File: src/rtl/mac_pkg.sv
// Shared types and widths for the multiply-accumulate operand feeder.
package mac_pkg;
  localparam int OP_W      = 16;
  localparam int PROD_W    = 32;
  localparam int ACC_W_DEF = 40;

  typedef enum logic [1:0] {
    S_IDLE  = 2'd0,
    S_RUN   = 2'd1,
    S_DRAIN = 2'd2,
    S_DONE  = 2'd3
  } state_t;
endpackage

File: src/rtl/mac_acc_stage.sv
// Product capture register followed by the wide accumulator with carry-out
// and sticky overflow.
module mac_acc_stage
  import mac_pkg::*;
#(
  parameter int ACC_W = ACC_W_DEF
) (
  input  logic              i_clk,
  input  logic              i_rst,
  input  logic              i_clear,
  input  logic              i_p_valid,
  input  logic [PROD_W-1:0] i_p,
  output logic [ACC_W-1:0]  o_acc,
  output logic              o_ovf,
  output logic              o_pipe_busy
);

  logic [PROD_W-1:0] r_p;
  logic              r_p_valid;
  logic [ACC_W-1:0]  r_acc;
  logic              r_ovf;
  logic [ACC_W:0]    w_sum;

  assign w_sum = {1'b0, r_acc} + {{(ACC_W + 1 - PROD_W){1'b0}}, r_p};

  always_ff @(posedge i_clk) begin
    if (i_rst) begin
      r_p       <= '0;
      r_p_valid <= 1'b0;
      r_acc     <= '0;
      r_ovf     <= 1'b0;
    end else begin
      r_p_valid <= i_p_valid;
      if (i_p_valid) r_p <= i_p;
      if (i_clear) begin
        r_acc <= '0;
        r_ovf <= 1'b0;
      end else if (r_p_valid) begin
        // Wraps modulo 2^ACC_W; the lost carry is remembered in the flag.
        r_acc <= w_sum[ACC_W-1:0];
        r_ovf <= r_ovf | w_sum[ACC_W];
      end
    end
  end

  assign o_acc       = r_acc;
  assign o_ovf       = r_ovf;
  assign o_pipe_busy = r_p_valid;

endmodule

File: src/rtl/mac_accum_ctrl.sv
// Burst operand feeder for an external combinational multiplier; sums the
// products of one burst and hands the total out over valid/ready.
module mac_accum_ctrl
  import mac_pkg::*;
#(
  parameter int ACC_W = ACC_W_DEF,
  parameter int CNT_W = 8
) (
  input  logic              i_clk,
  input  logic              i_rst,
  input  logic              i_start,
  input  logic [CNT_W-1:0]  i_len,
  input  logic              i_in_valid,
  output logic              o_in_ready,
  input  logic [OP_W-1:0]   i_in_a,
  input  logic [OP_W-1:0]   i_in_b,
  output logic [OP_W-1:0]   o_mult_x,
  output logic [OP_W-1:0]   o_mult_y,
  input  logic [PROD_W-1:0] i_mult_p,
  output logic              o_out_valid,
  input  logic              i_out_ready,
  output logic [ACC_W-1:0]  o_out_acc,
  output logic              o_out_ovf,
  output logic              o_busy
);

  localparam logic [CNT_W-1:0] CNT_ONE = {{(CNT_W-1){1'b0}}, 1'b1};

  state_t           r_state;
  state_t           w_state_next;
  logic [CNT_W-1:0] r_remaining;
  logic             r_s1_valid;
  logic [OP_W-1:0]  r_mult_x;
  logic [OP_W-1:0]  r_mult_y;
  logic             w_beat;
  logic             w_clear;
  logic             w_load;
  logic             w_pipe_busy;

  always_comb begin
    w_state_next = r_state;
    o_in_ready   = 1'b0;
    w_beat       = 1'b0;
    w_clear      = 1'b0;
    w_load       = 1'b0;
    case (r_state)
      S_IDLE: begin
        if (i_start) begin
          w_clear = 1'b1;
          if (i_len != '0) begin
            w_load       = 1'b1;
            w_state_next = S_RUN;
          end else begin
            w_state_next = S_DONE;
          end
        end
      end
      S_RUN: begin
        o_in_ready = 1'b1;
        w_beat     = i_in_valid;
        if (w_beat && r_remaining == CNT_ONE) w_state_next = S_DRAIN;
      end
      S_DRAIN: begin
        // Once stage 1 is empty, stage 2 empties on this same edge, so the
        // accumulator is final when DONE is entered.
        if (!r_s1_valid) w_state_next = S_DONE;
      end
      S_DONE: begin
        if (i_out_ready) w_state_next = S_IDLE;
      end
      default: w_state_next = S_IDLE;
    endcase
  end

  always_ff @(posedge i_clk) begin
    if (i_rst) begin
      r_state     <= S_IDLE;
      r_remaining <= '0;
      r_s1_valid  <= 1'b0;
      r_mult_x    <= '0;
      r_mult_y    <= '0;
    end else begin
      r_state    <= w_state_next;
      r_s1_valid <= w_beat;
      if (w_load) begin
        r_remaining <= i_len;
      end else if (w_beat) begin
        r_remaining <= r_remaining - CNT_ONE;
      end
      if (w_beat) begin
        r_mult_x <= i_in_a;
        r_mult_y <= i_in_b;
      end
    end
  end

  mac_acc_stage #(
    .ACC_W (ACC_W)
  ) u_acc_stage (
    .i_clk       (i_clk),
    .i_rst       (i_rst),
    .i_clear     (w_clear),
    .i_p_valid   (r_s1_valid),
    .i_p         (i_mult_p),
    .o_acc       (o_out_acc),
    .o_ovf       (o_out_ovf),
    .o_pipe_busy (w_pipe_busy)
  );

  assign o_mult_x    = r_mult_x;
  assign o_mult_y    = r_mult_y;
  assign o_out_valid = (r_state == S_DONE);
  assign o_busy      = (r_state != S_IDLE);

  logic w_unused;
  assign w_unused = w_pipe_busy;

endmodule

File: config.mk
export PLATFORM = sky130hd
export DESIGN_NAME = mac_accum_ctrl
export DESIGN_NICKNAME = d
export VERILOG_FILES = /design/src/rtl/mac_pkg.sv /design/src/rtl/mac_acc_stage.sv /design/src/rtl/mac_accum_ctrl.sv
export SDC_FILE = /design/constraint.sdc
export NUM_CORES = 1
export LEC_CHECK = 0
export ABC_AREA = 0
export CORE_UTILIZATION = 25
export DETAILED_ROUTE_END_ITERATION = 8
export REMOVE_ABC_BUFFERS = 1
export SLEW_MARGIN = 20
export SYNTH_ARGS = -nofsm -noshare
export SYNTH_HDL_FRONTEND = slang
export SYNTH_SLANG_ARGS = --single-unit
File: constraint.sdc
create_clock -name i_clk -period 6.95 [get_ports i_clk]
set_clock_uncertainty 0.05 [all_clocks]
set_input_delay 1.0425 -clock i_clk [delete_from_list [all_inputs] [get_ports i_clk]]
set_output_delay 1.0425 -clock i_clk [all_outputs]
set_load 0.01 [all_outputs]
# Word level (Yosys, flattened, before mapping)
# Index checks and enable logic that the tools add are counted.
[classes] n_addsub=2 n_mul=0 n_div=0 order_cmp=0 eq_ne=8 n_shift=0 muxes=15 bitwise_logic=1 n_reduce_logical=7
[ops] cell="40-bit by 32-bit adder with 41-bit output" count=1
[ops] cell="8-bit two-way mux" count=2
[ops] cell="2-bit two-way mux" count=5
[ops] cell="8-bit by 1-bit equality test with 1-bit output, second input constant" count=1
[ops] cell="2-bit case mux with 4 select lines" count=1
[ops] cell="8-bit nonzero test" count=1
[ops] cell="8-bit by 1-bit subtractor with 8-bit output, second input constant" count=1
[ops] cell="1-bit two-way mux" count=7
[ops] cell="2-bit != test, second input constant" count=3
[ops] cell="2-bit equality test, second input constant" count=2
[ops] cell="4-bit AND reduction" count=1
[ops] cell="2-bit nonzero test" count=2
[ops] cell="2-bit by 1-bit equality test with 1-bit output, second input constant" count=1
[ops] cell="2-bit logical NOT" count=1
[ops] cell="2-bit by 1-bit != test with 1-bit output, second input constant" count=1
[ops] cell="2-bit OR reduction" count=1
[ops] cell="1-bit logical AND" count=1
[ops] cell="1-bit OR" count=1
[word_totals] reg_bits=117 latch_bits=0 mem_bits_rw=0 romBits=0 input_bits=77 output_inout_bits=76 word_cells=42 n_memories=0

# Depth between registers and ports, before layout
# Gate-level depths: netlist of the first run.
[depth] word_depth=5 ltp_mapped=11 ltp_nobuf=11

# Modules after synthesis
# A second synthesis of the first run with hierarchy kept.
[unflattened] cells_unflattened=756 area_unflattened_um2=6318.6
[modules_own_cells] module="mac_acc_stage" n_inst=1 cells_each=526 area_per_inst_um2=4441.8 seq_area_each_um2=1481.4
[modules_own_cells] module="mac_accum_ctrl" n_inst=1 cells_each=230 area_per_inst_um2=1876.8 seq_area_each_um2=860.8

# Least setup slack after synthesis of the first run
# Ideal clock, no wire load.
[synth_path] kind="reg2reg" from="reg u_acc_stage.r_acc[0], in the netlist u_acc_stage.o_acc[0]" to="reg u_acc_stage.r_acc[24], in the netlist u_acc_stage.o_acc[24]" setup_ps=131 t_arrival_ps=2678 required_ps=6769 path_slack_ps=4091 stages_incl_launch_ff=12 synth_period_minus_slack_ps=2859 cell_sequence="dfxtp_1 -> ha_1 -> fa_1 -> a21oi_2 -> o211a_1 -> nor3_4 -> a211o_2 -> a31o_2 -> a311o_1 -> a22oi_2 -> mux2i_1 -> o21ai_0"
[synth_via] elab_chain_len=1
[synth_rtl] item="from (decl)" line_no="mac_acc_stage.sv:20" text="logic [ACC_W-1:0] r_acc;"
[synth_rtl] item="from (signal assigned)" line_no="mac_acc_stage.sv:40" text="r_acc <= w_sum[ACC_W-1:0];"
[synth_rtl] item="40-bit by 32-bit adder with 41-bit output" line_no="mac_acc_stage.sv:24" text="assign w_sum = {1'b0, r_acc} + {{(ACC_W + 1 - PROD_W){1'b0}}, r_p};"
# Every way passes these cells.
# A chain may end at the register's enable or synchronous reset.

# Worst setup path after layout of the first run
[layout_path] from="in i_rst" to="reg u_acc_stage.r_acc[29], in the netlist u_acc_stage.o_acc[29]"
[layout_via] elab_chain_len=1
[layout_rtl] item="from (decl)" line_no="mac_accum_ctrl.sv:10" text="input logic i_rst,"
[layout_rtl] item="2-bit OR reduction (no line)"
# Every way passes these cells.

==> reports/qor.csv, run 1 <==
metric,value,unit
die_area,0.02560,sq mm
cts-htree-levels,4,
yosys_warnings,0,
syn-cell-area,0.006241,sq mm
cts_tree,done,
hold_path_depth,2,
seqPwrFrac,37.2,%
synthFlopType,dfxtp_1,
pin_count,153,
r2r_slack,3.89,ns
vias,5670,
grtUsageTotal,14.11,%
start_util,25.59,%
post_drt_wl_per_cell,14.21,microns
cts_sinks,117,
post_cts_buffers,0,
hold_viol_final,0,
end_kind,register,
synth_edf_count,0,
synth_largest_area_cell,dfxtp_1,
ir_worst_vdd,0.0001252,V
power.density,243.6,mW/mm^2
grt_max_degree,79,
hold_start,o_mult_x[5],
detail_route.iter0.violations,313,
worst_slew_pin_slew,0.9112,ns
postCtsHoldBufs,0,
drc,0,
antenna_found_initial,0,
min_period,3.062,ns
yosysMostFrequentCell,dfxtp_1,
rr_endpoint,u_acc_stage.o_acc[24],
synth_top_area_share,37.53,%
swShare,29.39,%
regArea,0.002347,sq mm
grt_overflow,0,
cts_buffers,17,
rsz0062_at_grt,false,
grt_pass1_vias,5690,
hpwlAfterDp,12.30,mm
place_ws,3.379,ns
cts_resized,0,
power.net_switching,615.9,uW
ys_types,61,
synthArstFlopShare,0,%
clk_path_buf_depth,2,
status,completed,
worst_setup_path_start_kind,input port,
r2r_cells,11,
multi_input_area,0.003662,sq mm
p_int,1480,uW
ys_top_cells_by_area,"dfxtp_1 38%, mux2i_1 9.0%, ha_1 7.8%",
antennaDiodeCount,0,
clk_latency,0.42,ns
layout-drive-gt1-share,6.061,%
die_x,160,microns
grt_pass1_wl,29.21,mm
num_rows,57,
gp_congestion,0.8333,
drt_wl_total,17.27,mm
clock_power_share,41.1,%
layout_setup_ws,3.888,ns
relSlewSlack,39.25,%
final_cell_area,0.008606,sq mm
cp_max_fo,78,
arrival,3.31,ns
fill_cells,2592,
first_pass_iters,4,
syn_inst,744,
worstPathRequired,7.20,ns
pwr-share-comb,21.7,%
drv_slew,0,
yosysSeqAreaShare,37.53,%
leakage,0.003227,uW
clkSlewWorstSetupHoldPaths,0.06,ns
core-area,0.02439,sq mm
ant_nets,0,
critPathKind,in -> reg,
fin_cells,1215,
placed_cell_area,0.008026,sq mm
min_period_over_period,44.06,%
via_per_inst,4.667,
fin_hold_ws,0.4011,ns
synth_area_per_cell,8.388,sq um
finalSetupViolations,0,
max-cap-violations,0,
root_buffer,clkbuf_16,
hold_path_class,reg -> reg,
fmax,326.6,MHz
die_y,160,microns
whs_endpoint,o_mult_x[5],
syn2layout_area_growth,37.89,%
synth-seq-cells,117,
dp.cells,1183,
fin_setup_tns,0,ns
portBuffers,152,
reg2reg_from,u_acc_stage.o_acc[0],
synth_common_cells,"117 x dfxtp_1, 97 x nor2_1, 94 x nand2_1",
nets,995,
## cell families (layout without fill, tap and decap cells)
group                      Yosys count  in the layout  synth area share (%)
and+or+nand+nor                    272            272                 19.57
AOI/OAI and AO/OA                  166            166                 17.18
adders and majority gates           40             40                 8.140
muxes                               56             56                 8.982
DFF                                117            117                 37.53
xor gates and xnor gates            34             34                 4.771
buffers and inverters               59            206                 3.829
## metal layers
metal,GRT usage [%],wire length [microns]
met2,22.81,7706
met1,17.36,7995
met3,5.455,1404
met5,0,0
met4,3.896,162
## registers in the layout, indices dropped and copies added (netlist names)
register / flops
o_mult_x: 16
o_mult_y: 16
r_remaining: 8
r_s1_valid: 1
r_state: 2
u_acc_stage.o_acc: 40
u_acc_stage.o_ovf: 1
u_acc_stage.o_pipe_busy: 1
u_acc_stage.r_p: 32
## through the flow
stage                     power (uW)  util (%)
after global placement          1247     32.90
after floorplan                 1052         -
after detailed placement        1252     32.91
after CTS                       2130     35.27
after global routing            2217     35.28
final                           2096     35.28
## worst max-delay path by stage
stage                              start                     to  slack [ns]  cells past startpoint
finish                             i_rst  u_acc_stage.o_acc[29]        3.89                      7
global route                       i_rst  u_acc_stage.o_acc[29]        3.68                      7
CTS                                i_rst  u_acc_stage.o_acc[29]        3.83                      7
detailed placement                 i_rst  u_acc_stage.o_acc[29]        3.38                      7
global placement                   i_rst  u_acc_stage.o_acc[29]        3.41                      7
floorplan           u_acc_stage.o_acc[0]  u_acc_stage.o_acc[24]        4.08                     11
## layout by cell type (no fill, tap or decap), types with 18 or more instances in the layout
master / instances
mux2i_1: 56
dfxtp_1: 115
nor2_1: 97
xnor2_1: 24
ha_1: 39
a21oi_1: 76
clkdlybuf4s50_1: 151
inv_1: 18
nand2_1: 93
## power by group through the flow
stage                     logic [uW]  registers, uW  clock network [uW]
after floorplan                  248            804                   0
final                            456            779                 861
after global placement           455            792                   0
after global routing             511            787                 919
after detailed placement         459            793                   0
after CTS                        461            780                 889
## final cells by class
| class | instances | area share (%) |
|---|---|---|
| flip-flops and latches | 117 | 27.28 |
| clock inverters | 12 | 1.512 |
| clock buffers | 20 | 5.190 |
| repair buffers | 156 | 17.97 |
| well taps | 324 | 4.711 |
| multi-input cells | 568 | 42.56 |
| inverters | 18 | 0.7851 |
## critical path, stage by stage
cell	delay [ns]
buf_2	0.08
buf_4	0.64
a21o_2	0.75
or4_1	0.21
nor2_1	0.04
a41o_1	0.20
a311o_1	0.30
No activity file was read; power rests on OpenSTA's default activity.
==> run 2: changes to the inputs <==
==> constraint.sdc (replaced) <==
create_clock -name i_clk -period 2.9 [get_ports i_clk]
set_clock_uncertainty 0.05 [all_clocks]
set_input_delay 0.435 -clock i_clk [delete_from_list [all_inputs] [get_ports i_clk]]
set_output_delay 0.435 -clock i_clk [all_outputs]
set_load 0.01 [all_outputs]
==> reports/qor.csv, run 2 (synthesis results as in run 1) <==
metric,value,unit,change
r2r_cells,11,,unchanged
antennaDiodeCount,0,,unchanged
power.net_switching,1500,uW,+140%
p_int,3993,uW,+170%
fmax,353.1,MHz,
layout-drive-gt1-share,8.691,%,+2.6 points
ir_worst_vdd,0.0002821,V,+130%
grt_pass1_vias,5848,,+2.8%
worstPathRequired,3.15,ns,-4.05 ns
gp_congestion,0.8422,,+1.1%
power.density,618.1,mW/mm^2,+150%
clock_power_share,45.6,%,+4.5 points
swShare,27.31,%,-2.1 points
fin_hold_ws,0.2606,ns,-0.1405 ns
cts_tree,done,,
cp-endpoint,u_acc_stage.o_acc[24],,
ant_nets,0,,unchanged
status,completed,,
grt_max_degree,51,,-35%
root_buffer,clkbuf_16,,
die_y,160,microns,unchanged
fill_cells,2609,,+0.66%
portBuffers,152,,unchanged
clk_latency,0.42,ns,about the same
multi_input_area,0.003692,sq mm,+0.82%
antenna_found_initial,0,,unchanged
relSlewSlack,61.96,%,+23 points
nets,1013,,+1.8%
r2r_slack,0.07,ns,-3.82 ns
post_drt_wl_per_cell,14.44,microns,+1.6%
reg2reg_from,u_acc_stage.r_p[0],,
max-cap-violations,0,,unchanged
pwr-share-comb,20.4,%,-1.3 points
start_util,25.59,%,unchanged
hpwlAfterDp,13.00,mm,+5.7%
core-area,0.02439,sq mm,unchanged
min_period_over_period,97.66,%,
cts_sinks,117,,unchanged
final_cell_area,0.008889,sq mm,+3.3%
first_pass_iters,4,,unchanged
total_power,5494,uW,+160%
worst_setup_path_start_kind,register,,
clk_path_buf_depth,2,,unchanged
final_common_cell,clkdlybuf4s50_1,,
drc,0,,unchanged
leakage,0.003390,uW,+5.0%
via_per_inst,4.650,,-0.35%
hold_viol_final,0,,unchanged
placed_cell_area,0.008122,sq mm,+1.2%
rsz0062_at_grt,true,,
fin_util,36.44,%,+1.2 points
layout_common_cells,"151 x clkdlybuf4s50_1, 113 x dfxtp_1, 97 x nor2_1",,
finalSetupViolations,0,,unchanged
drv_slew,0,,unchanged
seqPwrFrac,34.0,%,-3.2 points
rr_endpoint,u_acc_stage.o_acc[24],,
cp_max_fo,2,,-97%
regArea,0.002347,sq mm,unchanged
grtUsageTotal,14.40,%,+0.29 points
drt_wl_total,17.81,mm,+3.1%
die_x,160,microns,unchanged
end_kind,register,,
critPathKind,reg -> reg,,
worst_slew_pin_slew,0.5706,ns,-0.3406 ns
clkSlewWorstSetupHoldPaths,0.05,ns,about the same
grt_overflow,0,,unchanged
crit_start,u_acc_stage.r_p[0],,
detail_route.iter0.violations,301,,-3.8%
num_rows,57,,unchanged
grt_pass1_wl,29.79,mm,+2.0%
min_period,2.832,ns,
cts-htree-levels,4,,unchanged
hold_path_class,in -> reg,,
pin_count,153,,unchanged
syn2layout_area_growth,42.42,%,
cts_buffers,17,,unchanged
die_area,0.02560,sq mm,unchanged
vias,5734,,+1.1%
largest_register_ffs,40,,unchanged
arrival,3.08,ns,-0.23 ns
run 2: cell count changes in the layout (fill, tap and decap cells not counted), moves of 2 or more:
cell / previous run / this run
buf_4: 4 / 22
bufinv_16: 2 / 7
clkbuf_1: 2 / 0
clkinvlp_4: 5 / 1
dfxtp_1: 115 / 113
dfxtp_2: 1 / 4
run 2: layout make-up:
class / count / area share [%]
sequential: 117 / 26.41
clock inverter: 14 / 2.872
multi-input combinational: 568 / 41.54
inverter: 18 / 0.7601
clock buffer: 18 / 4.941
tap: 324 / 4.561
timing repair buffer: 174 / 18.92
run 2: worst min path at each step:
| stage | slack, ns | start | cells after the start | to |
|---|---|---|---|---|
| after detailed placement | 0.40 | o_mult_y[8] | 2 | o_mult_y[8] |
| after CTS | 0.24 | i_rst | 2 | r_remaining[1] |
| after global placement | 0.39 | o_mult_y[13] | 2 | o_mult_y[13] |
| after floorplan | 0.41 | u_acc_stage.r_p[0] | 2 | u_acc_stage.r_p[0] |
| after global routing | 0.26 | i_rst | 2 | r_state[0] |
| final | 0.26 | i_rst | 2 | r_remaining[1] |
run 2: per-layer routing:
metal,wire [microns],global-route usage (%),vias to the layer above
li1,-,-,2935
met1,8329,18.00,2621
met2,7836,22.63,164
met3,1480,6.000,14
met4,163,3.896,0
met5,0,0,-
run 2: critical path: stages (launching register included):
cell and delay, ns:
dfxtp_2 0.33, ha_4 0.16, fa_2 0.37, a21oi_2 0.15, o211a_1 0.19, nor3_4 0.04
a211o_2 0.36, a31o_4 0.23, a311o_1 0.39, a22oi_2 0.18, mux2i_1 0.20, o21ai_1 0.08
run 2: per-stage QoR:
| step | setup slack (ns) | cells | setup TNS (ns) |
|---|---|---|---|
| CTS | 0.03245 | 1229 | 0 |
| detailed placement | -0.01505 | 1196 | -0.01505 |
| global placement | -0.006365 | 1196 | -0.006365 |
| floorplan | 0.02888 | 703 | 0 |
| global route | -0.08419 | 1233 | -0.1579 |
| finish | 0.06773 | 1233 | 0 |
run 2: timing repair:
action	4_1_cts	5_1_grt
buffers inserted	1	4
gates resized for setup	1	9
pin swaps	1	9
endpoints found under the hold margin	0	0
hold buffers	0	0
setup endpoints to repair	1	12
run 2: power groups by stage:
| stage | clock network (uW) | logic (uW) | registers [uW] |
|---|---|---|---|
| 3_3_place_gp | 0 | 1120 | 1900 |
| 3_5_place_dp | 0 | 1120 | 1910 |
| 5_1_grt | 2650 | 1250 | 1890 |
| 6_report | 2510 | 1120 | 1870 |
| 2_1_floorplan | 0 | 595 | 1930 |
| 4_1_cts | 2570 | 1130 | 1870 |
==> edit 1 (flow settings as in run 2) <==
Make the reset (`i_rst`) asynchronous in 2 clocked blocks.
--- a/src/rtl/mac_acc_stage.sv
+++ b/src/rtl/mac_acc_stage.sv
@@ -23,7 +23,7 @@
 
   assign w_sum = {1'b0, r_acc} + {{(ACC_W + 1 - PROD_W){1'b0}}, r_p};
 
-  always_ff @(posedge i_clk) begin
+  always_ff @(posedge i_clk or posedge i_rst) begin
     if (i_rst) begin
       r_p       <= '0;
       r_p_valid <= 1'b0;
--- a/src/rtl/mac_accum_ctrl.sv
+++ b/src/rtl/mac_accum_ctrl.sv
@@ -72,7 +72,7 @@
     endcase
   end
 
-  always_ff @(posedge i_clk) begin
+  always_ff @(posedge i_clk or posedge i_rst) begin
     if (i_rst) begin
       r_state     <= S_IDLE;
       r_remaining <= '0;
Function: differs if i_rst is asserted again (counterexample within 4 cycles, from zero or initial values and one cycle with i_rst high); with i_rst held inactive, the same outputs for 10 cycles.
==> edit 1 against run 2 <==
- routed wire length is 5.9% lower
- setup slack improved by 0.042 ns
- area after synthesis up 0.36%
- highest routed layer unchanged
- design area rose by 3.6%
- fmax grew 1.5%
- sequential cell count did not move
- critical endpoint is now u_acc_stage.o_acc[28]$_DFFE_PP0P_
Power is not compared: it rests on default switching activity, and its combinational part moved more than twofold at a synthesized area within 25%.
==> edit 1: results (changes against run 2) <==
| Metric | Value |
|---|---|
| Met1 WL | `7.364 mm (was 8.329 mm)` |
| CTS Buffer Depth | `2 (unchanged)` |
| Total GRT Usage | `13.72% (was 14.40%)` |
| Highest routed metal layer | `met4 (unchanged)` |
| Slowest CP cell | `dfrtp_1 (was a311o_1)` |
| Share of layout cells above drive strength 1 | `20.82% (was 8.691%)` |
| P_sw | `4305 uW` |
| Post-Synthesis Cells | `572 (was 744)` |
| Wirelength, routed | `16.76 mm (was 17.81 mm)` |
| Met2 Wirelength | `7.759 mm (was 7.836 mm)` |
| # port buffers | `152 (unchanged)` |
| Total CTS buffers | `17 (unchanged)` |
| HP Class | `input port to asynchronous set/reset pin (was input port to flip-flop)` |
| Reg2reg start | `u_acc_stage.o_acc[0]$_DFFE_PP0P_ (was u_acc_stage.r_p[0]$_SDFFE_PP0P_)` |
| Slowest cell delay on critical path | `0.40 ns` |
| Gr ovfl total | `0 (unchanged)` |
| Synth top area cells | `dfrtp_1 47%, mux2_2 12%, ha_1 7.8% (was dfxtp_1 38%, mux2i_1 9.0%, ha_1 7.8%)` |
| Vias | `4,991 (was 5,734)` |
| HPWL Detailed | `12.17 mm (was 13.00 mm)` |
| Worst vdd ir | `0.4717 mV` |
| First-pass GRT wire length | `27.45 mm (was 29.79 mm)` |
| Post-DP Area | `8447 um^2 (was 8122 um^2)` |
| Largest net degree at the start of global routing | `49 (was 51)` |
| Post-synthesis sequential area ratio | `46.74% (was 37.53%)` |
| Most instantiated cells after synthesis | `117 x dfrtp_1, 65 x mux2_2, 46 x nor2_1, 39 x a21oi_1, 39 x ha_1 (was 117 x dfxtp_1, 97 x nor2_1, 94 x nand2_1, 76 x a21oi_1, 56 x mux2i_1)` |
| Final net count | `885 (was 1,013)` |
| Post-Place Worst Slack | `-0.2747 ns (was -0.01505 ns)` |
| Clock root cell | `clkbuf_16 (unchanged)` |
| Post-Layout Cell Count | `1,102 (was 1,233)` |
| Worst Tran Pin Value | `0.5429 ns (was 0.5706 ns)` |
| Synth cell types | `44 (was 61)` |
| Worst-Skew Late Latency | `0.42 ns (about the same)` |
| Initial DRC count | `155 (was 301)` |
| P_leak | `0.003899 uW` |
| Worst reg-to-reg path cell count | `12 (was 11)` |
| CP delay by family, top | `compound AO/OA/AOI/OAI gates (unchanged)` |
| RR Endpoint | `u_acc_stage.o_acc[28]$_DFFE_PP0P_ (was u_acc_stage.o_acc[24]$_SDFFE_PP0P_)` |
| Status | `finished clean (unchanged)` |
| Met3 WL | `1.415 mm (was 1.480 mm)` |
| R2R Setup Slk | `0.11 ns (was 0.07 ns)` |
| Routability Congestion | `0.7689 (was 0.8422)` |
| Synth async-reset ratio | `100.0% (was 0%)` |
| Number of global-route vias before repair | `5,299 (was 5,848)` |
| Fillcell total | `2,412 (was 2,609)` |
| CP max FO | `3 (was 2)` |
[edit 1: cell count changes after synthesis, moves of 16 or more]
cell | before | now
dfrtp_1 | 0 | 117
mux2_2 | 0 | 65
o21ai_0 | 16 | 32
dfxtp_1 | 117 | 0
mux2i_1 | 56 | 24
a21oi_1 | 76 | 39
nand2_1 | 94 | 35
nor2_1 | 97 | 46
[edit 1: how the worst max path moves through the flow]
stage	from	to	slack [ns]	cells past startpoint
floorplan	i_rst	o_mult_x[0]$_DFFE_PP0P_	-0.69	1
global placement	u_acc_stage.o_acc[2]$_DFFE_PP0P_	u_acc_stage.o_acc[37]$_DFFE_PP0P_	-0.12	13
detailed placement	u_acc_stage.o_acc[2]$_DFFE_PP0P_	u_acc_stage.o_acc[37]$_DFFE_PP0P_	-0.27	13
CTS	u_acc_stage.o_acc[0]$_DFFE_PP0P_	u_acc_stage.o_acc[28]$_DFFE_PP0P_	-0.008	13
global route	u_acc_stage.o_acc[0]$_DFFE_PP0P_	u_acc_stage.o_acc[26]$_DFFE_PP0P_	-0.04	12
finish	u_acc_stage.o_acc[0]$_DFFE_PP0P_	u_acc_stage.o_acc[28]$_DFFE_PP0P_	0.11	12
[edit 1: logic make-up after synthesis]
logic type               Yosys count  share of synthesized area, %
AO/OA/AOI/OAI                    119                         11.85
XOR/XNOR                          41                         5.733
adder cells (fa/ha/maj)           40                         8.110
buffers and inverters             34                         2.038
flip-flops                       117                         46.74
multiplexers                      89                         15.52
AND/OR/NAND/NOR                  132                         10.01
[edit 1: repair_timing]
action,4_1_cts,5_1_grt
endpoints found under the setup margin,12,18
setup buffers,2,3
pin swaps,3,18
resized for setup,6,17
hold endpoints to repair,0,0
[edit 1: per-layer routing]
metal  vias to the layer above  track usage, %
met5                         -               0
met4                         0           4.805
met3                        15           6.078
met2                       145           21.68
met1                      2388           16.47
li1                       2443               -
[edit 1: area by class of cell]
cell class / count / area share, %
Multi-Input combinational cell: 421 / 36.07
Sequential cell: 117 / 31.80
Timing Repair Buffer: 199 / 20.49
Clock buffer: 20 / 5.067
Tap cell: 324 / 4.402
Clock inverter: 9 / 1.657
Inverter: 12 / 0.5162
[edit 1: power by group through the flow]
stage	sequential, uW	combinational, uW	clock [uW]
6_report	2950	6310	2230
5_1_grt	3060	6990	2360
4_1_cts	2960	6190	2300
3_5_place_dp	2960	6060	0
3_3_place_gp	2940	6040	0
2_1_floorplan	3090	3520	0
[edit 1: per-stage QoR]
step,util (%),hold WS [ns],TNS [ns],power (uW)
CTS,37.24,0.2858,-0.007754,11440
finish,37.65,0.2923,0,11490
global route,37.65,0.3167,-0.06050,12410
detailed placement,34.53,0.4453,-1.244,9027
floorplan,-,0.4350,-80.34,6610
global placement,34.53,0.4387,-0.5485,8975
==> edit 2 (flow settings as in run 2) <==
Without the edit above. `OP_W`: 16 -> 32.
--- a/src/rtl/mac_pkg.sv
+++ b/src/rtl/mac_pkg.sv
@@ -1,6 +1,6 @@
 // Shared types and widths for the multiply-accumulate operand feeder.
 package mac_pkg;
-  localparam int OP_W      = 16;
+  localparam int OP_W      = 32;
   localparam int PROD_W    = 32;
   localparam int ACC_W_DEF = 40;
 
Ports: changed (resized i_in_a, i_in_b, o_mult_x and o_mult_y); port bits go from 153 to 217. The function was not compared with the original's and may differ.
==> edit 2 against run 2 <==
- core utilization about the same
- design area is 18% higher
- clock power is 9.6% lower
- first-iteration DRC count is 1.3% higher
- area after synthesis grew 17%
- routed wire length increased by 26%
- non-clock buffer count increased by 56
- sequential cell count grew 32
- combinational power increased by 34%
- setup slack improved by 0.091 ns
- power up 12%
- die area is 16% higher
- fmax grew 3.3%
==> edit 2: results (changes against run 2) <==
| Metric | Value |
|---|---|
| Fillcell total | `2,963 (was 2,609)` |
| Total GRT Usage | `15.23% (was 14.40%)` |
| Post-DP Area | `9848 um^2 (was 8122 um^2)` |
| DP Cell Count | `1,436 (was 1,196)` |
| HPWL Detailed | `16.44 mm (was 13.00 mm)` |
| Pre-Repair DR Iteration Count | `5 (was 4)` |
| Worst endpoint data arrival time | `3.02 ns (was 3.08 ns)` |
| R2R Setup Slk | `0.16 ns (was 0.07 ns)` |
| RR Endpoint | `u_acc_stage.o_acc[37]$_SDFFE_PP0P_ (was u_acc_stage.o_acc[24]$_SDFFE_PP0P_)` |
| Routability Congestion | `0.8405 (was 0.8422)` |
| Synth cell types | `64 (was 61)` |
| Via/cell ratio | `4.646 (was 4.650)` |
| Synth top area cells | `dfxtp_1 41%, nand2_1 8.6%, a21oi_1 6.9% (was dfxtp_1 38%, mux2i_1 9.0%, ha_1 7.8%)` |
| First-pass GRT wire length | `35.95 mm (was 29.79 mm)` |
| Status | `finished clean (unchanged)` |
| Fin Hold WS | `0.2457 ns (was 0.2606 ns)` |
| Slowest cell delay on critical path | `0.50 ns (was 0.39 ns)` |
| Multi-input gates | `655 (was 568)` |
| Signal buf overhead | `21.91% (was 18.92%)` |
| Worst vdd ir | `0.3752 mV (was 0.2821 mV)` |
| Post-Layout Cell Count | `1,468 (was 1,233)` |
| Multi-input combinational cell area | `4041 um^2 (was 3692 um^2)` |
| Post-synthesis sequential area ratio | `40.96% (was 37.53%)` |
| Most instantiated cells after synthesis | `166 x nand2_1, 149 x dfxtp_1, 101 x a21oi_1, 90 x nor2_1, 50 x mux2i_1 (was 117 x dfxtp_1, 97 x nor2_1, 94 x nand2_1, 76 x a21oi_1, 56 x mux2i_1)` |
| Post-Place Worst Slack | `0.1436 ns (was -0.01505 ns)` |
| Post CTS Setup Buffer Count | `0 (was 1)` |
| Worst reg-to-reg path cell count | `9 (was 11)` |
| CP max FO | `10 (was 2)` |
| Largest net degree at the start of global routing | `66 (was 51)` |
| Worst-Skew Late Latency | `0.44 ns (was 0.42 ns)` |
| Clk slew on worst S/H paths | `0.07 ns (was 0.05 ns)` |
| Share of layout cells above drive strength 1 | `6.089% (was 8.691%)` |
| # port buffers | `216 (was 152)` |
| Number of global-route vias before repair | `6,809 (was 5,848)` |
[edit 2: cell count changes after synthesis, moves of 7 or more]
cell,before,now
o21ai_0,16,23
a21oi_1,76,101
dfxtp_1,117,149
nand3_1,17,9
nand2_1,94,166
nor2_1,97,90
clkbuf_1,28,43
[edit 2: power by group through the flow]
stage / registers, uW / clock network [uW] / logic, uW
global route: 2420 / 2420 / 1650
global placement: 2430 / 0 / 1510
floorplan: 2490 / 0 / 704
finish: 2390 / 2270 / 1500
CTS: 2390 / 2340 / 1520
detailed placement: 2430 / 0 / 1510
[edit 2: kinds of logic after synthesis]
group           synth area share (%)
compound gates                 18.38
buf+inv                        3.814
xor+xnor                       4.330
mux                            6.873
simple gates                   18.66
fa+ha+maj                      6.976
flops                          40.96
[edit 2: layer usage]
metal / routed length, um / up-vias / track usage (%)
li1: - / 3446 / -
met3: 2016 / 25 / 6.245
met1: 9645 / 3114 / 17.94
met5: 39 / - / 0
met4: 274 / 6 / 4.609
met2: 10490 / 230 / 25.20
